File: config.mk
export PLATFORM = sky130hd
export DESIGN_NAME = f32div_seq
export DESIGN_NICKNAME = d
export VERILOG_FILES = /design/src/rtl/f32div_seq.sv
export SDC_FILE = /design/constraint.sdc
export NUM_CORES = 1
export LEC_CHECK = 0
export ABC_AREA = 1
export CAP_MARGIN = 20
export CORE_AREA = 3 3 144 132
export DETAILED_ROUTE_END_ITERATION = 12
export DIE_AREA = 0 0 147 135
export PLACE_DENSITY = 0.77
export SETUP_SLACK_MARGIN = 0.2
export SYNTH_ARGS = -nofsm -noshare
export SYNTH_HDL_FRONTEND = slang
export SYNTH_SLANG_ARGS = --single-unit
File: constraint.sdc
create_clock -name clk -period 12.4 [get_ports clk]
set_input_delay 3.72 -clock clk [delete_from_list [all_inputs] [get_ports clk]]
set_output_delay 3.72 -clock clk [all_outputs]
set_load 0.03 [all_outputs]
File: src/rtl/f32div_seq.sv
// ----------------------------------------------------------------------------
// f32div_seq
// Sequential IEEE-754 binary32 divider, out = x / y.
// A radix-2 restoring divider produces one quotient bit per cycle. Subnormal
// inputs count as zero, subnormal results flush to zero, rounding is
// round-to-nearest-even, and every NaN result is the canonical 0x7FC00000.
// Latency from accept to out_valid is a fixed 27 cycles. Special cases also
// run all iterations, so latency does not depend on the data.
//
// Ports
//   clk        rising-edge clock
//   rst        asynchronous, active-high reset
//   in_valid   x and y are presented
//   in_ready   block can accept operands (high only in IDLE)
//   x, y       dividend and divisor, binary32
//   out_valid  out holds a valid quotient (high only in DONE)
//   out_ready  consumer takes out
//   out        quotient, binary32; keeps its last value until the next result
// ----------------------------------------------------------------------------
module f32div_seq (
    input  logic        clk,
    input  logic        rst,
    input  logic        in_valid,
    output logic        in_ready,
    input  logic [31:0] x,
    input  logic [31:0] y,
    output logic        out_valid,
    input  logic        out_ready,
    output logic [31:0] out
);

    typedef enum logic [1:0] {IDLE, DIV, RND, DONE} state_t;

    state_t             state;
    logic        [4:0]  cnt;
    logic        [25:0] r;
    logic        [25:0] q;
    logic        [23:0] my_r;
    logic signed [9:0]  e_r;
    logic               sign_r;
    logic               spec_r;
    logic        [31:0] spec_val;

    // Operand decode. An exponent field of zero counts as zero.
    logic x_zero, y_zero, x_inf, y_inf, x_nan, y_nan, sign_in;
    logic in_nan, in_inf, in_zero;
    logic [31:0] in_spec_val;

    assign x_zero  = (x[30:23] == 8'd0);
    assign y_zero  = (y[30:23] == 8'd0);
    assign x_inf   = (x[30:23] == 8'hFF) && (x[22:0] == 23'd0);
    assign y_inf   = (y[30:23] == 8'hFF) && (y[22:0] == 23'd0);
    assign x_nan   = (x[30:23] == 8'hFF) && (x[22:0] != 23'd0);
    assign y_nan   = (y[30:23] == 8'hFF) && (y[22:0] != 23'd0);
    assign sign_in = x[31] ^ y[31];

    // The checks are ordered by priority: invalid, then infinite, then zero.
    assign in_nan  = x_nan | y_nan | (x_inf & y_inf) | (x_zero & y_zero);
    assign in_inf  = x_inf | y_zero;
    assign in_zero = x_zero | y_inf;

    always_comb begin
        // NOTE: a default assignment on every path of always_comb prevents latch inference.
        in_spec_val = {sign_in, 31'd0};
        if (in_nan)
            in_spec_val = 32'h7FC0_0000;
        else if (in_inf)
            in_spec_val = {sign_in, 31'h7F80_0000};
    end

    // One restoring step: subtract the divisor when it fits, then shift.
    logic        r_ge;
    logic [25:0] r_sel;
    assign r_ge  = (r >= {2'b00, my_r});
    assign r_sel = r_ge ? (r - {2'b00, my_r}) : r;

    // Normalise and round, using the finished q, r and e.
    logic        [23:0] m_n;
    logic               guard, sticky, rnd_up;
    logic signed [9:0]  e_n, e_f;
    logic        [24:0] m_inc;
    logic        [23:0] m_f;
    logic        [31:0] result;

    always_comb begin
        m_n    = q[24:1];
        guard  = q[0];
        sticky = (r != 26'd0);
        e_n    = e_r - 10'sd1;
        // The quotient lies in [0.5, 2). q[25] set means it is already in [1, 2).
        if (q[25]) begin
            m_n    = q[25:2];
            guard  = q[1];
            sticky = q[0] | (r != 26'd0);
            e_n    = e_r;
        end
        rnd_up = guard & (sticky | m_n[0]);
        m_inc  = {1'b0, m_n} + {24'd0, rnd_up};
        m_f    = m_inc[23:0];
        e_f    = e_n;
        if (m_inc[24]) begin
            m_f = 24'h80_0000;
            e_f = e_n + 10'sd1;
        end
        if (spec_r)
            result = spec_val;
        else if (e_f >= 10'sd255)
            result = {sign_r, 31'h7F80_0000};
        else if (e_f <= 10'sd0)
            result = {sign_r, 31'd0};
        else
            result = {sign_r, e_f[7:0], m_f[22:0]};
    end

    always_ff @(posedge clk or posedge rst) begin
        if (rst) begin
            state     <= IDLE;
            in_ready  <= 1'b1;
            out_valid <= 1'b0;
            out       <= 32'd0;
            cnt       <= 5'd0;
            r         <= 26'd0;
            q         <= 26'd0;
            my_r      <= 24'd0;
            e_r       <= 10'sd0;
            sign_r    <= 1'b0;
            spec_r    <= 1'b0;
            spec_val  <= 32'd0;
        end else begin
            // NOTE: non-blocking assignments let every register here sample pre-edge values.
            case (state)
                IDLE: begin
                    if (in_valid) begin
                        state    <= DIV;
                        in_ready <= 1'b0;
                        cnt      <= 5'd0;
                        r        <= {2'b01, x[22:0]};
                        my_r     <= {1'b1, y[22:0]};
                        q        <= 26'd0;
                        e_r      <= $signed({2'b00, x[30:23]}) - $signed({2'b00, y[30:23]})
                                    + 10'sd127;
                        sign_r   <= sign_in;
                        spec_r   <= in_nan | in_inf | in_zero;
                        spec_val <= in_spec_val;
                    end
                end
                DIV: begin
                    r   <= {r_sel[24:0], 1'b0};
                    q   <= {q[24:0], r_ge};
                    cnt <= cnt + 5'd1;
                    if (cnt == 5'd25)
                        state <= RND;
                end
                RND: begin
                    out       <= result;
                    out_valid <= 1'b1;
                    state     <= DONE;
                end
                DONE: begin
                    if (out_ready) begin
                        out_valid <= 1'b0;
                        in_ready  <= 1'b1;
                        state     <= IDLE;
                    end
                end
                default: state <= IDLE;
            endcase
        end
    end

endmodule

==> results of run 1 <==
worst max-delay path: stages:
cell	delay, ns
clkdlybuf4s50_1	0.51
nand2_1	0.07
buf_4	0.27
o21ai_2	0.10
buf_4	0.40
clkinv_1	0.67
buf_16	0.40
a21oi_1	0.16
a22oi_1	0.11
per-layer routing:
layer / vias to the layer above / wire length, um / global-route usage
met5: - / 0 / 0
met4: 0 / 338 / 0.0600
met3: 35 / 1860 / 0.0587
met2: 323 / 11300 / 0.405
met1: 4359 / 11600 / 0.364
li1: 4719 / - / -
layout by cell type (no fill, tap or decap), types with 17 or more instances in the layout:
cell type / Yosys / layout
inv_1: 196 / 195
clkbuf_16: 0 / 17
nand2_1: 361 / 361
a21oi_1: 73 / 73
o22ai_1: 31 / 31
dfrtp_1: 131 / 131
nand4_1: 44 / 44
ha_1: 42 / 42
nor2_1: 102 / 102
o21ai_0: 85 / 85
nor4_1: 19 / 19
nand3_1: 73 / 73
o21ai_1: 18 / 17
a22oi_1: 21 / 21
clkdlybuf4s50_1: 0 / 101
xor2_1: 24 / 24
state kept, by name (all words and copies together) (netlist names):
register,flops
out,32
sign_r,1
in_ready,1
my_r,24
spec_r,1
spec_val,3
state,2
out_valid,1
cnt,5
q,26
r,26
e_r,10
kinds of logic after synthesis:
kind of cell / Yosys count / synth area share
buf+inv: 250 / 0.106
simple gates: 649 / 0.296
flops: 132 / 0.342
xor+xnor: 38 / 0.0353
mux: 1 / 0.00117
fa+ha+maj: 44 / 0.0586
compound gates: 268 / 0.161
stage by stage:
stage                     power [W]  hold WS (ns)  setup slack, ns  cells   util
final                       0.00337         0.478             6.27   1718  0.648
after global routing        0.00369         0.502             6.09   1718  0.648
after CTS                   0.00335         0.482             6.33   1718  0.648
after detailed placement    0.00279         0.442             5.91   1686  0.613
after global placement      0.00273         0.441             5.70   1685  0.611
after floorplan             0.00232         0.426             5.16   1382      -
power by group:
part,internal (W),total [W],switching [W]
combinational,0.000729,0.00209,0.00136
clock,0.000330,0.000538,0.000208
sequential,0.000622,0.000746,0.000124
path summary, 6_finish.rpt:
| kind | start | endpoint | cells past startpoint |
|---|---|---|---|
| max reg2reg | r[0] | r[24] | 11 |
| min | out[6] | out[6] | 2 |
| max | in_valid | r[16] | 9 |
| min in group asynchronous | rst | my_r[3] | 2 |
| min reg2reg | out[6] | out[6] | 2 |
| max in group asynchronous | rst | e_r[2] | 3 |
layout make-up:
cell class / instances / area (um^2) / share of cell area
Multi-Input combinational cell: 1000 / 5330 / 0.467
Sequential cell: 132 / 3300 / 0.290
Timing Repair Buffer: 108 / 1080 / 0.0949
Inverter: 206 / 776 / 0.0680
Clock buffer: 19 / 453 / 0.0397
Tap cell: 240 / 300 / 0.0263
Clock inverter: 13 / 169 / 0.0148
==> flow_summary.json, run 1 <==
{
  "final_area_um2": 11400,
  "arrival_ns": 6.43,
  "hp-class": "reg -> reg",
  "fin_crit_sh": 0.494,
  "cp-end-kind": "register",
  "core_um2": 17600,
  "holdBufCountCts": 0,
  "wl_um": 25100,
  "rsz0062_at_grt": "no",
  "start_util": 0.548,
  "vias": 9436,
  "vias_per_cell": 5.49,
  "required_ns": 12.70,
  "ir_worst_vdd_uv": 153,
  "ff2ff_setup_slack_ns": 7.25,
  "num-fill-cells": 1632,
  "drt_first_pass_iters": 6,
  "maxCapViolCount": 0,
  "cts-resized-gates": 0,
  "finClkSkew_ns": 0.00880,
  "ys_top_cells_by_area": "dfrtp_1 (34%), nand2_1 (14%), inv_1 (7.6%)",
  "path_clk_slew_ns": 0.06,
  "post_cts_buffers": 0,
  "power_leakage_nw": 5.35,
  "power_density_nw_per_um2": 296,
  "cts_tree": "yes",
  "status": "finished, final reports clean",
  "cts.sinks": 132,
  "syn_nets": 1494,
  "synth_cell_types": 50,
  "synthMostInstantiatedCell": "nand2_1",
  "finalSetupViolCount": 0,
  "ys_seq_area_frac": 0.342,
  "netlist_area_um2": 9650,
  "min_period_ns": 6.13,
  "synth_commonest_cells": "nand2_1 (361), inv_1 (196), dfrtp_1 (131)",
  "antenna_cells": 0,
  "hold_violations": 0,
  "syn_to_final_growth_pct": 18.3,
  "cts_buffers": 17,
  "synth_edf_count": 0,
  "dp.final_hpwl_um": 18400,
  "tightest_slew_ns": 1.11,
  "grt_antenna_before_repair": 0,
  "h-tree-depth": 4,
  "grt_max_degree": 69,
  "slew_violations": 0,
  "wl_per_cell_um": 14.6,
  "rows": 46,
  "drt_iter0_markers": 803,
  "numPortBuffers": 101,
  "grt_pass1_wl_um": 42200,
  "grt-ovfl-total": 0,
  "die_h_um": 135,
  "place_congestion": 0.954,
  "drc": 0,
  "cts_buffer_depth": 2,
  "async_flop_share": 1.00,
  "top_level_ports": 102,
  "drive_above_1_share": 0.0677,
  "synth_top_area_share": 0.340,
  "yosysWarningCount": 0,
  "root_buffer": "clkbuf_16",
  "die_width_um": 147,
  "clock.fmax_mhz": 163,
  "insertion_delay_ns": 0.43,
  "syn_inst": 1382,
  "syn_avg_cell_area_um2": 6.98,
  "ant_nets": 0,
  "grt_pass1_vias": 8880,
  "synthFlopType": "dfrtp_1",
  "tns_ns": 0,
  "ys_seq_elements": 132,
  "start_kind": "primary input",
  "relSlewSlack": 0.256,
  "synth_top_area_cell": "dfrtp_1",
  "dieArea_um2": 19800,
  "crit_type": "in -> reg",
  "grtUsageTotal": 0.257,
  "critPathMaxFanout": 43,
  "nets": 1577,
  "placed_cell_area_um2": 10800
}
(Power assumes the default switching activity.)
==> inputs of run 2 (changes only) <==
==> constraint.sdc (replaced) <==
create_clock -name clk -period 6.2 [get_ports clk]
set_input_delay 1.86 -clock clk [delete_from_list [all_inputs] [get_ports clk]]
set_output_delay 1.86 -clock clk [all_outputs]
set_load 0.03 [all_outputs]
==> flow_summary.json, run 2 (synthesized netlist as in run 1, its figures left out) <==
{
  "status": "finished, final reports clean",
  "vias_per_cell": 5.48,
  "grt_max_degree": 68,
  "grt_pass1_vias": 8805,
  "finalSetupViolCount": 0,
  "grt-ovfl-total": 0,
  "hold_violations": 0,
  "fin_crit_sh": 0.666,
  "top_level_ports": 102,
  "r2r_cells": 9,
  "cts_buffers": 17,
  "grtUsageTotal": 0.256,
  "final_area_um2": 11400,
  "crit_type": "in -> reg",
  "grt_antenna_before_repair": 0,
  "cts.sinks": 132,
  "ant_nets": 0,
  "largest_reg_flops": 32,
  "grt_pass1_wl_um": 41900,
  "post-place-ws_ns": 1.63,
  "vias": 9434,
  "maxCapViolCount": 0,
  "arrival_ns": 4.43,
  "wl_um": 24600,
  "reg2reg_to": "r[16]",
  "insertion_delay_ns": 0.43,
  "numPortBuffers": 101,
  "cts_buffer_depth": 2,
  "slew_violations": 0,
  "rows": 46,
  "core_um2": 17600,
  "hp-class": "reg -> reg",
  "post_cts_buffers": 0,
  "finClkSkew_ns": 0.0110,
  "antenna_cells": 0,
  "min_period_ns": 4.13,
  "r2r_start": "state[1]",
  "setup.worst_path.start": "in_valid",
  "final_cell_mix": "nand2_1 (361), inv_1 (195), dfrtp_1 (131)",
  "regMostFlops": "out",
  "required_ns": 6.51,
  "min_to": "my_r[23]",
  "drt_first_pass_iters": 5,
  "largest_registers": "out (32), q (26), r (26)",
  "rsz0062_at_grt": "no",
  "clock.fmax_mhz": 242,
  "drive_above_1_share": 0.0682,
  "ir_worst_vdd_uv": 309,
  "wl_per_cell_um": 14.3,
  "drc": 0,
  "drt_iter0_markers": 846,
  "hold_depth": 2,
  "cts-resized-gates": 0,
  "place_congestion": 0.919,
  "finalPower_w": 0.00667,
  "syn_to_final_growth_pct": 18.0,
  "power_density_nw_per_um2": 586,
  "die_width_um": 147,
  "power_leakage_nw": 5.35,
  "path_clk_slew_ns": 0.06,
  "placed_cell_area_um2": 10800,
  "holdBufCountCts": 0,
  "tns_ns": 0,
  "critPathMaxFanout": 36,
  "nets": 1579,
  "ff2ff_setup_slack_ns": 2.08,
  "root_buffer": "clkbuf_16",
  "start_util": 0.548,
  "layout_commonest_cell": "nand2_1",
  "hp-start": "my_r[23]",
  "cp-end-kind": "register",
  "tightest_slew_ns": 1.09,
  "whs_ns": 0.470,
  "h-tree-depth": 4,
  "dp.final_hpwl_um": 18200,
  "die_h_um": 135,
  "setup_ws_ns": 2.07,
  "dieArea_um2": 19800,
  "cts_tree": "yes",
  "relSlewSlack": 0.272,
  "start_kind": "primary input"
}
==> run 2: cell types whose count changed in the layout (fill, tap and decap cells not counted) <==
cell and change:
clkbuf_8 -2, inv_6 -1, clkinvlp_4 -1, buf_16 -1, clkbuf_1 +1, clkinv_2 +1, clkinv_4 +2, buf_4 +3
==> run 2: how the worst max path moves through the flow <==
| stage | to | slack, ns | cells past startpoint |
|---|---|---|---|
| finish | e_r[8] | 2.07 | 7 |
| global route | e_r[8] | 1.72 | 7 |
| CTS | e_r[8] | 2.06 | 7 |
| detailed placement | e_r[8] | 1.63 | 7 |
| global placement | e_r[8] | 1.65 | 7 |
| floorplan | cnt[0] | 0.82 | 1 |
==> run 2: metrics by stage <==
stage,std cells,utilization
floorplan,1382,-
global placement,1688,0.612
detailed placement,1688,0.612
CTS,1720,0.647
global route,1720,0.647
finish,1720,0.647
==> run 2: final cells by class <==
| type | count | area (um^2) |
|---|---|---|
| fill | 1569 | 6220 |
| multi-input combinational | 1000 | 5330 |
| sequential | 132 | 3300 |
| timing repair buffer | 110 | 1080 |
| inverter | 206 | 776 |
| clock buffer | 18 | 429 |
| tap | 240 | 300 |
| clock inverter | 14 | 175 |
==> run 2: routing by layer <==
layer	wire, um	share of wire	vias up	track usage
met3	1730	0.070	39	0.0554
met5	0	0	-	0
li1	-	-	4717	-
met2	10900	0.44	330	0.398
met4	478	0.019	0	0.0782
met1	11400	0.47	4348	0.360
==> run 2: worst max-delay path, cell delays in order <==
cell	delay, ns
clkdlybuf4s50_1	0.46
nand2_1	0.55
clkinv_1	0.97
nand2_1	0.31
o21ai_0	0.12
nand2_1	0.09
o21ai_0	0.07
==> run 2: report_power, final <==
group          switching [W]  leakage, nW  internal, W
clock network       0.000412        0.288     0.000637
registers           0.000251         1.66      0.00124
logic                0.00269         3.40      0.00144
